$ cat src/rtl/b01_pkg.sv
// Shared types and constants for the multi-channel serial adder.
package b01_pkg;

    typedef enum logic {
        IDLE = 1'b0,
        RUN  = 1'b1
    } state_t;

    localparam int unsigned OVF_UNSIGNED = 0;
    localparam int unsigned OVF_SIGNED   = 1;
    localparam int unsigned OVF_CNT_W    = 8;

endpackage : b01_pkg

$ cat src/rtl/b01_serial_add_slice.sv
// One channel of the serial adder: carry flop plus registered sum and overflow.
module b01_serial_add_slice
    import b01_pkg::*;
#(
    parameter int unsigned SIGNED_MODE = OVF_UNSIGNED
) (
    input  logic clk,
    input  logic rst_n,
    input  logic consume,
    input  logic first,
    input  logic last,
    input  logic a,
    input  logic b,
    output logic sum,
    output logic ovf
);

    logic carry_q;
    logic cin_c;
    logic s_c;
    logic cout_c;

    // Full adder; bit 0 of a word always starts with a clear carry.
    always_comb begin
        cin_c  = first ? 1'b0 : carry_q;
        s_c    = a ^ b ^ cin_c;
        cout_c = (a & b) | (a & cin_c) | (b & cin_c);
    end

    // Carry, sum and overflow registers; overflow only moves on the MSB beat.
    always_ff @(posedge clk or negedge rst_n) begin
        if (!rst_n) begin
            carry_q <= 1'b0;
            sum     <= 1'b0;
            ovf     <= 1'b0;
        end else if (consume) begin
            carry_q <= last ? 1'b0 : cout_c;
            sum     <= s_c;
            if (last) begin
                ovf <= (SIGNED_MODE == OVF_SIGNED) ? (cin_c ^ cout_c) : cout_c;
            end
        end
    end

endmodule : b01_serial_add_slice

$ cat src/rtl/b01_serial_adder_mc.sv
// Multi-channel word-framed serial adder with overflow detection.
// Optional per-channel overflow counters: define B01_OVF_COUNT_EN.
module b01_serial_adder_mc
    import b01_pkg::*;
#(
    parameter int unsigned N_CH        = 4,
    parameter int unsigned WORD_LEN    = 8,
    parameter int unsigned SIGNED_MODE = OVF_UNSIGNED
) (
    input  logic                        clock,
    input  logic                        nRESET_G,
    input  logic                        START,
    input  logic                        VALID,
    input  logic [N_CH-1:0]             LINE1,
    input  logic [N_CH-1:0]             LINE2,
`ifdef B01_OVF_COUNT_EN
    input  logic                        CLR_CNT,
    output logic [N_CH*OVF_CNT_W-1:0]   OVF_CNT,
`endif
    output logic [N_CH-1:0]             OUTP_REG,
    output logic                        OUT_VALID,
    output logic [N_CH-1:0]             OVERFLW_REG,
    output logic                        WORD_DONE,
    output logic                        BUSY
);

    localparam int unsigned CNT_W = $clog2(WORD_LEN);
    localparam logic [CNT_W-1:0] MSB_IDX = CNT_W'(WORD_LEN - 1);

    state_t           state_q;
    state_t           state_d;
    logic [CNT_W-1:0] cnt_q;
    logic [CNT_W-1:0] cnt_d;
    logic             consume_c;
    logic             first_c;
    logic             last_c;

    // State register, bit counter and shared output pulses.
    always_ff @(posedge clock or negedge nRESET_G) begin
        if (!nRESET_G) begin
            state_q   <= IDLE;
            cnt_q     <= '0;
            OUT_VALID <= 1'b0;
            WORD_DONE <= 1'b0;
            BUSY      <= 1'b0;
        end else begin
            state_q   <= state_d;
            cnt_q     <= cnt_d;
            OUT_VALID <= consume_c;
            WORD_DONE <= last_c;
            BUSY      <= (state_d == RUN);
        end
    end

    // Next state and beat qualifiers; START on the MSB beat is ignored.
    always_comb begin
        state_d   = state_q;
        cnt_d     = cnt_q;
        consume_c = 1'b0;
        first_c   = 1'b0;
        last_c    = 1'b0;
        case (state_q)
            IDLE: begin
                if (VALID && START) begin
                    consume_c = 1'b1;
                    first_c   = 1'b1;
                    cnt_d     = CNT_W'(1);
                    state_d   = RUN;
                end
            end
            RUN: begin
                if (VALID) begin
                    consume_c = 1'b1;
                    if (cnt_q == MSB_IDX) begin
                        last_c  = 1'b1;
                        cnt_d   = '0;
                        state_d = IDLE;
                    end else if (START) begin
                        first_c = 1'b1;
                        cnt_d   = CNT_W'(1);
                    end else begin
                        cnt_d = cnt_q + CNT_W'(1);
                    end
                end
            end
            default: begin
                state_d = IDLE;
                cnt_d   = '0;
            end
        endcase
    end

    for (genvar i = 0; i < int'(N_CH); i++) begin : g_slice
        b01_serial_add_slice #(
            .SIGNED_MODE (SIGNED_MODE)
        ) u_slice (
            .clk     (clock),
            .rst_n   (nRESET_G),
            .consume (consume_c),
            .first   (first_c),
            .last    (last_c),
            .a       (LINE1[i]),
            .b       (LINE2[i]),
            .sum     (OUTP_REG[i]),
            .ovf     (OVERFLW_REG[i])
        );
    end

`ifdef B01_OVF_COUNT_EN
    for (genvar i = 0; i < int'(N_CH); i++) begin : g_ovf_cnt
        logic [OVF_CNT_W-1:0] ovf_cnt_q;

        // Saturating count of overflowing words; clear wins over increment.
        always_ff @(posedge clock or negedge nRESET_G) begin
            if (!nRESET_G) begin
                ovf_cnt_q <= '0;
            end else if (CLR_CNT) begin
                ovf_cnt_q <= '0;
            end else if (WORD_DONE && OVERFLW_REG[i] && (ovf_cnt_q != '1)) begin
                ovf_cnt_q <= ovf_cnt_q + OVF_CNT_W'(1);
            end
        end

        assign OVF_CNT[i*OVF_CNT_W +: OVF_CNT_W] = ovf_cnt_q;
    end
`endif

endmodule : b01_serial_adder_mc
$ cat config.mk
export PLATFORM = sky130hd
export DESIGN_NAME = b01_serial_adder_mc
export DESIGN_NICKNAME = d
export VERILOG_FILES = /design/src/rtl/b01_pkg.sv /design/src/rtl/b01_serial_add_slice.sv /design/src/rtl/b01_serial_adder_mc.sv
export SDC_FILE = /design/constraint.sdc
export NUM_CORES = 1
export LEC_CHECK = 0
export ABC_CLOCK_PERIOD_IN_PS = 2100
export BUFFER_PORTS_ARGS = -buffer_cell sky130_fd_sc_hd__buf_2
export CORE_MARGIN = 2
export CORE_UTILIZATION = 30
export DETAILED_ROUTE_END_ITERATION = 10
export PLACE_DENSITY_LB_ADDON = 0.12
export SLEW_MARGIN = 20
export SYNTH_ARGS = -nofsm -noshare
export SYNTH_HDL_FRONTEND = slang
export SYNTH_SLANG_ARGS = --single-unit
$ cat constraint.sdc
create_clock -name clock -period 2.1 [get_ports clock]
set_input_delay 0.42 -clock clock [delete_from_list [all_inputs] [get_ports clock]]
set_output_delay 0.42 -clock clock [all_outputs]
set_load 0.05 [all_outputs]
==> results of run 1 <==
-- path summary, 6_finish.rpt --
path	start	end	slack (ns)	depth (start not counted)
max	cnt_q[0]	g_slice[2].u_slice.sum	0.25	7
max reg2reg	cnt_q[0]	g_slice[2].u_slice.sum	0.25	7
max in group asynchronous	nRESET_G	g_slice[1].u_slice.ovf	1.76	1
min in group clock	START	cnt_q[0]	0.42	3
min reg2reg	g_slice[3].u_slice.sum	g_slice[3].u_slice.sum	0.48	2
min	nRESET_G	OUT_VALID	0.04	1
-- area by class of cell --
| cell class | count | area [um^2] |
|---|---|---|
| Tap cell | 33 | 41.3 |
| Clock buffer | 4 | 36.3 |
| Sequential cell | 18 | 450 |
| Fill cell | 317 | 1950 |
| Inverter | 11 | 41.3 |
| Multi-Input combinational cell | 51 | 338 |
| Timing Repair Buffer | 23 | 118 |
-- metal layers --
metal / track usage, % / wire length (um)
met1: 13.2 / 686
met2: 15.2 / 763
met3: 3.93 / 72
met4: 3.90 / 18
met5: 0 / 0
-- cells by family (layout without fill, tap and decap cells) --
group / Yosys count / in the layout / share of synthesized area [%]
simple gates: 25 / 25 / 12.0
buf+inv: 22 / 38 / 14.3
compound gates: 20 / 20 / 13.3
flops: 18 / 18 / 49.0
fa+ha+maj: 6 / 6 / 11.4
-- stage by stage --
stage	worst slack, ns	area (um^2)	power, mW
after global placement	0.307	988	0.998
after global routing	0.0870	1020	1.29
after floorplan	0.373	920	0.967
final	0.254	1020	1.20
after CTS	0.235	1020	1.22
after detailed placement	0.255	988	1.00
-- power breakdown --
| part | switching (mW) | internal, mW | leakage [nW] |
|---|---|---|---|
| registers | 0.0497 | 0.446 | 0.225 |
| clock network | 0.109 | 0.106 | 0.0210 |
| logic | 0.356 | 0.134 | 0.289 |
-- critical path: cells and delay by family (launching register included) --
family / cells / cell delay [ns]
AND/OR/NAND/NOR: 3 / 0.35
flip-flops: 1 / 0.42
adder cells (fa/ha/maj): 3 / 0.84
AO/OA/AOI/OAI: 1 / 0.16
-- cells in the mapped netlist (2+ instances only) --
cell type	count	area, um^2
dfrtp_1	18	450
nand2_1	18	67.6
o21ai_0	12	60.1
inv_1	11	41.3
buf_4	9	67.6
fa_1	4	80.1
a21oi_1	2	10.0
a22o_1	2	17.5
buf_6	2	22.5
ha_1	2	25.0
nand3_1	2	10.0
o21ai_1	2	10.0
-- state kept, by name (all words and copies together) (netlist names) --
| signal | flops |
|---|---|
| state_q | 1 |
| WORD_DONE | 1 |
| OUT_VALID | 1 |
| cnt_q | 3 |
| g_slice.u_slice.ovf | 4 |
| g_slice.u_slice.carry_q | 4 |
| g_slice.u_slice.sum | 4 |
-- cells in the final DEF, fill, tap and decap left out --
cell / instances
nand2_1: 18
nand3_2: 1
and2b_1: 1
a21oi_1: 2
buf_2: 22
nand3_1: 2
fa_1: 4
clkbuf_8: 1
o21ai_1: 2
o21ai_4: 1
buf_4: 1
nor2_1: 1
clkbuf_4: 3
o21ai_0: 12
a22o_1: 2
inv_1: 11
ha_1: 2
nor3_1: 1
nor2b_1: 1
dfrtp_1: 18
o21ai_2: 1
==> metrics.md, run 1 <==
| Metric | Value |
|---|---|
| Remaining antenna violation count | 0 |
| Crit path kind | reg -> reg |
| Final Max Slew Viols | 0 |
| CTS tree | done |
| Fin crit period | approximately 1.8 ns |
| Status | completed |
| Crit-path max FO | 4 |
| Critical Path RT | 2.32 ns |
| Post-synthesis instance area | 920 um^2 |
| CTS Buffer Depth | 2 |
| Worst min-delay path category | in -> async |
| Main synth FF type | dfrtp_1 |
| Final Util | 34.4% |
| Crit path launch type | flip-flop |
| GRT Residual Overflow | 0 |
| Max-cap violation count | 0 |
| Count of different cell masters after synthesis | 19 |
| Hold_buf cts | 0 |
| Hold slack | 0.0443 ns |
| Clk slew on worst S/H paths | between 0.1 and 0.15 ns |
| Post-Syn Instances | 91 |
| Clk sink count | 18 |
| Htree depth | 1 |
| Slowest cell on the critical path | dfrtp_1 |
| Drt initial violations | 10 |
| CP Data Arrival Time | 2.06 ns |
| Final wirelength | 1540 um |
| DR pass1 iterations | 4 |
| Pwr/cell area | between 1000 and 1500 nW/um^2 |
| Slew HR | 72.4% |
| Final GP Congestion | 0.729 |
| Leakage power | 0.535 nW |
| CP Capture Type | flip-flop |
| Final TNS setup | 0 ns |
| Post-synth ARST share | 100% |
| Clock root cell | clkbuf_4 |
| Post-synthesis net count | 109 |
| Detailed-route via count | 628 |
| Die Span X | 59.4 um |
| Post-CTS Setup Bufs | 0 |
| Tcrit/Tclk final | 87.9% |
| Std cell rows | 20 |
| Max Freq | 542 MHz |
| CTS buffer count | 3 |
| Core area | between 2000 and 3000 um^2 |
| Die height | between 50 and 60 um |
| Largest net degree at the start of global routing | 19 |
| # port buffers | 22 |
| Initial Util | about 30% |
| DPL Wire Length | between 1000 and 1500 um |
| RSZ-0062 raised after global routing | false |
| Register area share after synthesis | between 40% and 50% |
| CP cell instances | ha_1 > ha_1 > nand2_1 > nand3_1 > nand2_1 > fa_1 > o21ai_0 |
| Ports | 23 |
| Nets | around 130 |
| Vias in the first global route | about 560 |
| Layout cells sized above 1 | 28.0% |
| Initial antenna violation count | 0 |
| Final Hold Fails | 0 |
| Routed length per placed instance | ~11 um |
| Routed vias/inst | 4.49 |
| Die area | 3520 um^2 |
| Final count of negative-setup-slack endpoints | 0 |
| Worst-skew pair later-pin latency | 0.29 ns |
| Post-CTS Resized | 0 |
| DRC viols | 0 |
| Synth Warn # | 0 |
| # diodes | 0 |
| First-pass GRT wire length | 2570 um |
| GRT Util Overall | 10.2% |
| Max Clock Skew | 0.00230 ns |
| Peak VDD IR | 0.403 mV |
| Synth Register Bits | 18 |
| Measured slew at the worst slew-check pin | 0.414 ns |
| Area growth, synth to finish | 11.4% |
| EDFF count, synth | 0 |
| DP Cell Count | 136 |
| Max incr delay on CP | 0.42 ns |
| Synthesized area per cell | 10.1 um^2 |
| Non-filler cells, final | 140 |
Power figures use the tool's default switching activity.
==> run 2, diff against run 1 <==
--- a/config.mk
+++ b/config.mk
@@ -5,12 +5,13 @@
 export SDC_FILE = /design/constraint.sdc
 export NUM_CORES = 1
 export LEC_CHECK = 0
-export ABC_CLOCK_PERIOD_IN_PS = 2100
+export ABC_CLOCK_PERIOD_IN_PS = 1600
 export BUFFER_PORTS_ARGS = -buffer_cell sky130_fd_sc_hd__buf_2
 export CORE_MARGIN = 2
-export CORE_UTILIZATION = 30
+export CORE_UTILIZATION = 40
 export DETAILED_ROUTE_END_ITERATION = 10
 export PLACE_DENSITY_LB_ADDON = 0.12
+export RECOVER_POWER = 100
 export SLEW_MARGIN = 20
 export SYNTH_ARGS = -nofsm -noshare
 export SYNTH_HDL_FRONTEND = slang
==> constraint.sdc (replaced) <==
create_clock -name clock -period 1.6 [get_ports clock]
set_input_delay 0.32 -clock clock [delete_from_list [all_inputs] [get_ports clock]]
set_output_delay 0.32 -clock clock [all_outputs]
set_load 0.05 [all_outputs]
==> run 2 against run 1 <==
Net effect: the run now ends with setup timing left; worst hold slack improved by 0.30 ns; wire length rose by 1.4%; cell count rose by 0.71%; critical path type unchanged; core utilization rose by 16 points; power rose by 35%; register-to-register slack got worse by 0.28 ns; critical endpoint is now g_slice[0].u_slice.sum; maximum frequency rose by 14%; global-route usage rose by 4.0 points; non-clock buffer count rose by 6; critical path depth did not move; sequential cell count did not move.
==> metrics.md, run 2 (synthesis results as in run 1) <==
| Metric | Value |
|---|---|
| DRC viols | 0 |
| Crit path kind | reg -> reg |
| GRT Util Overall | 14.1% |
| Std cell rows | 17 |
| Initial Util | 42.0% |
| Clk slew on worst S/H paths | 0.10 ns |
| Critical Path RT | 1.82 ns |
| Crit path launch type | flip-flop |
| Most frequent cells in the layout | 17 x dfrtp_1, 14 x nand2_1, 11 x inv_1, 11 x o21ai_1, 11 x buf_2 |
| Leakage power | 0.528 nW |
| Worst reg-to-reg path cell count | 7 |
| Max-cap violation count | 0 |
| Final Hold Fails | 0 |
| Core area | 2190 um^2 |
| Remaining antenna violation count | 0 |
| Routed vias/inst | 4.50 |
| CTS buffer count | 3 |
| Die Span X | about 52 um |
| GRT Residual Overflow | 0 |
| CP Data Arrival Time | 1.85 ns |
| Htree depth | 1 |
| Measured slew at the worst slew-check pin | 0.955 ns |
| Max Clock Skew | roughly 0.0048 ns |
| Routed length per placed instance | around 11 um |
| Tcrit/Tclk final | 101% |
| Final wirelength | 1560 um |
| Largest net degree at the start of global routing | 19 |
| Ports | 23 |
| Pwr/cell area | 1480 nW/um^2 |
| Power consumption | 1.62 mW |
| Crit-path max FO | 4 |
| Fin crit period | 1.62 ns |
| Slew HR | 36.3% |
| Drt initial violations | 0 |
| Failing checks | setup timing |
| Metal2 WL | 713 um |
| Top Metal Used | met4 |
| Area growth, synth to finish | 19.0% |
| DP Cell Count | between 100 and 150 |
| Routed wl met3 | 89 um |
| Die height | ~52 um |
| Final Max Slew Viols | 0 |
| RSZ-0062 raised after global routing | true |
| Reg2reg start | cnt_q[0] |
| Commonest non-fill, non-tap cell in the layout | dfrtp_1 |
| Flop2flop setup slack | -0.02 ns |
| Final count of negative-setup-slack endpoints | 3 |
| Hold slack | approximately 0.34 ns |
| Status | finished, violations left |
| DR pass1 iterations | 1 |
| Final GP Congestion | approximately 0.76 |
| DPL Wire Length | about 1200 um |
| Initial antenna violation count | 0 |
| Clock root cell | clkbuf_4 |
| Layout cells sized above 1 | 31.0% |
| Detailed-route via count | about 640 |
| HP Start | START |
| CTS Buffer Depth | 2 |
| Worst-skew pair later-pin latency | 0.29 ns |
| # port buffers | 22 |
| CP Capture Type | flip-flop |
| Hold endpoint | cnt_q[0] |
| Nets | 132 |
| First-pass GRT wire length | 2730 um |
| Met1 WL | 748 um |
| CTS tree | done |
| Clk sink count | 18 |
| RR Endpoint | g_slice[0].u_slice.sum |
| Vias in the first global route | 593 |
| Largest regs | g_slice.u_slice.carry_q x4, g_slice.u_slice.ovf x4, g_slice.u_slice.sum x4 |
| Non-filler cells, final | approximately 140 |
| Hold depth | 3 |
| Die area | 2700 um^2 |
| Peak VDD IR | between 0.8 and 0.9 mV |
| # diodes | 0 |
| Final worst slack | -0.0239 ns |
| Worst min-delay path category | in -> reg |
| Max Freq | a little over 600 MHz |
run 2: cell count changes in the layout (fill, tap and decap cells not counted), sizes merged:
cell,change
clkbuf,+11
dlygate4sd3,+1
buf,-6
run 2: where the power goes:
part / switching (mW) / leakage [nW] / total [mW] / internal [mW]
logic: 0.502 / 0.288 / 0.724 / 0.222
clock network: 0.138 / 0.0150 / 0.235 / 0.0969
registers: 0.0783 / 0.225 / 0.666 / 0.587
run 2: worst max-delay path by stage:
stage / startpoint / endpoint / depth (start not counted)
4_1_cts: cnt_q[1] / g_slice[1].u_slice.sum / 7
6_report: cnt_q[0] / g_slice[0].u_slice.sum / 7
2_1_floorplan: cnt_q[0] / g_slice[1].u_slice.sum / 7
3_5_place_dp: cnt_q[1] / g_slice[1].u_slice.sum / 7
3_3_place_gp: cnt_q[0] / g_slice[1].u_slice.sum / 7
5_1_grt: cnt_q[1] / g_slice[1].u_slice.sum / 7
run 2: worst max-delay path: stages (launching register included):
cell	delay [ns]
dfrtp_1	0.40
ha_2	0.20
ha_4	0.17
nand2_4	0.06
nand3_4	0.10
nand2_2	0.09
fa_2	0.42
o21ai_1	0.12
run 2: per-layer routing:
| metal | global-route usage, % | vias to the layer above |
|---|---|---|
| li1 | - | 326 |
| met1 | 19.0 | 293 |
| met2 | 20.5 | 14 |
| met3 | 3.74 | 2 |
| met4 | 7.89 | 0 |
| met5 | 0 | - |
run 2: final cells by class:
class	instances	area, um^2
repair buffers	29	154
clock buffers	4	26.3
flip-flops and latches	18	452
inverters	11	41.3
well taps	28	35.0
fillers	220	1100
multi-input cells	51	387
run 2: per-stage QoR:
stage	TNS, ns	utilization [%]	setup WS (ns)	instance area, um^2
after floorplan	-0.0157	-	-0.0157	928
after global placement	-0.0471	46.3	-0.0319	1010
after detailed placement	-0.241	46.3	-0.0851	1010
after CTS	-0.118	49.2	-0.0367	1080
after global routing	-0.512	50.0	-0.101	1090
final	-0.0342	50.0	-0.0239	1090
run 2: what timing repair did:
item / in CTS / in global routing
pin swaps: 9 / 9
gates cloned: 0 / 0
gates resized for setup: 9 / 9
hold buffers: 1 / 0
endpoints found under the hold margin: 18 / 0
setup endpoints to repair: 6 / 11
setup buffers: 0 / 2
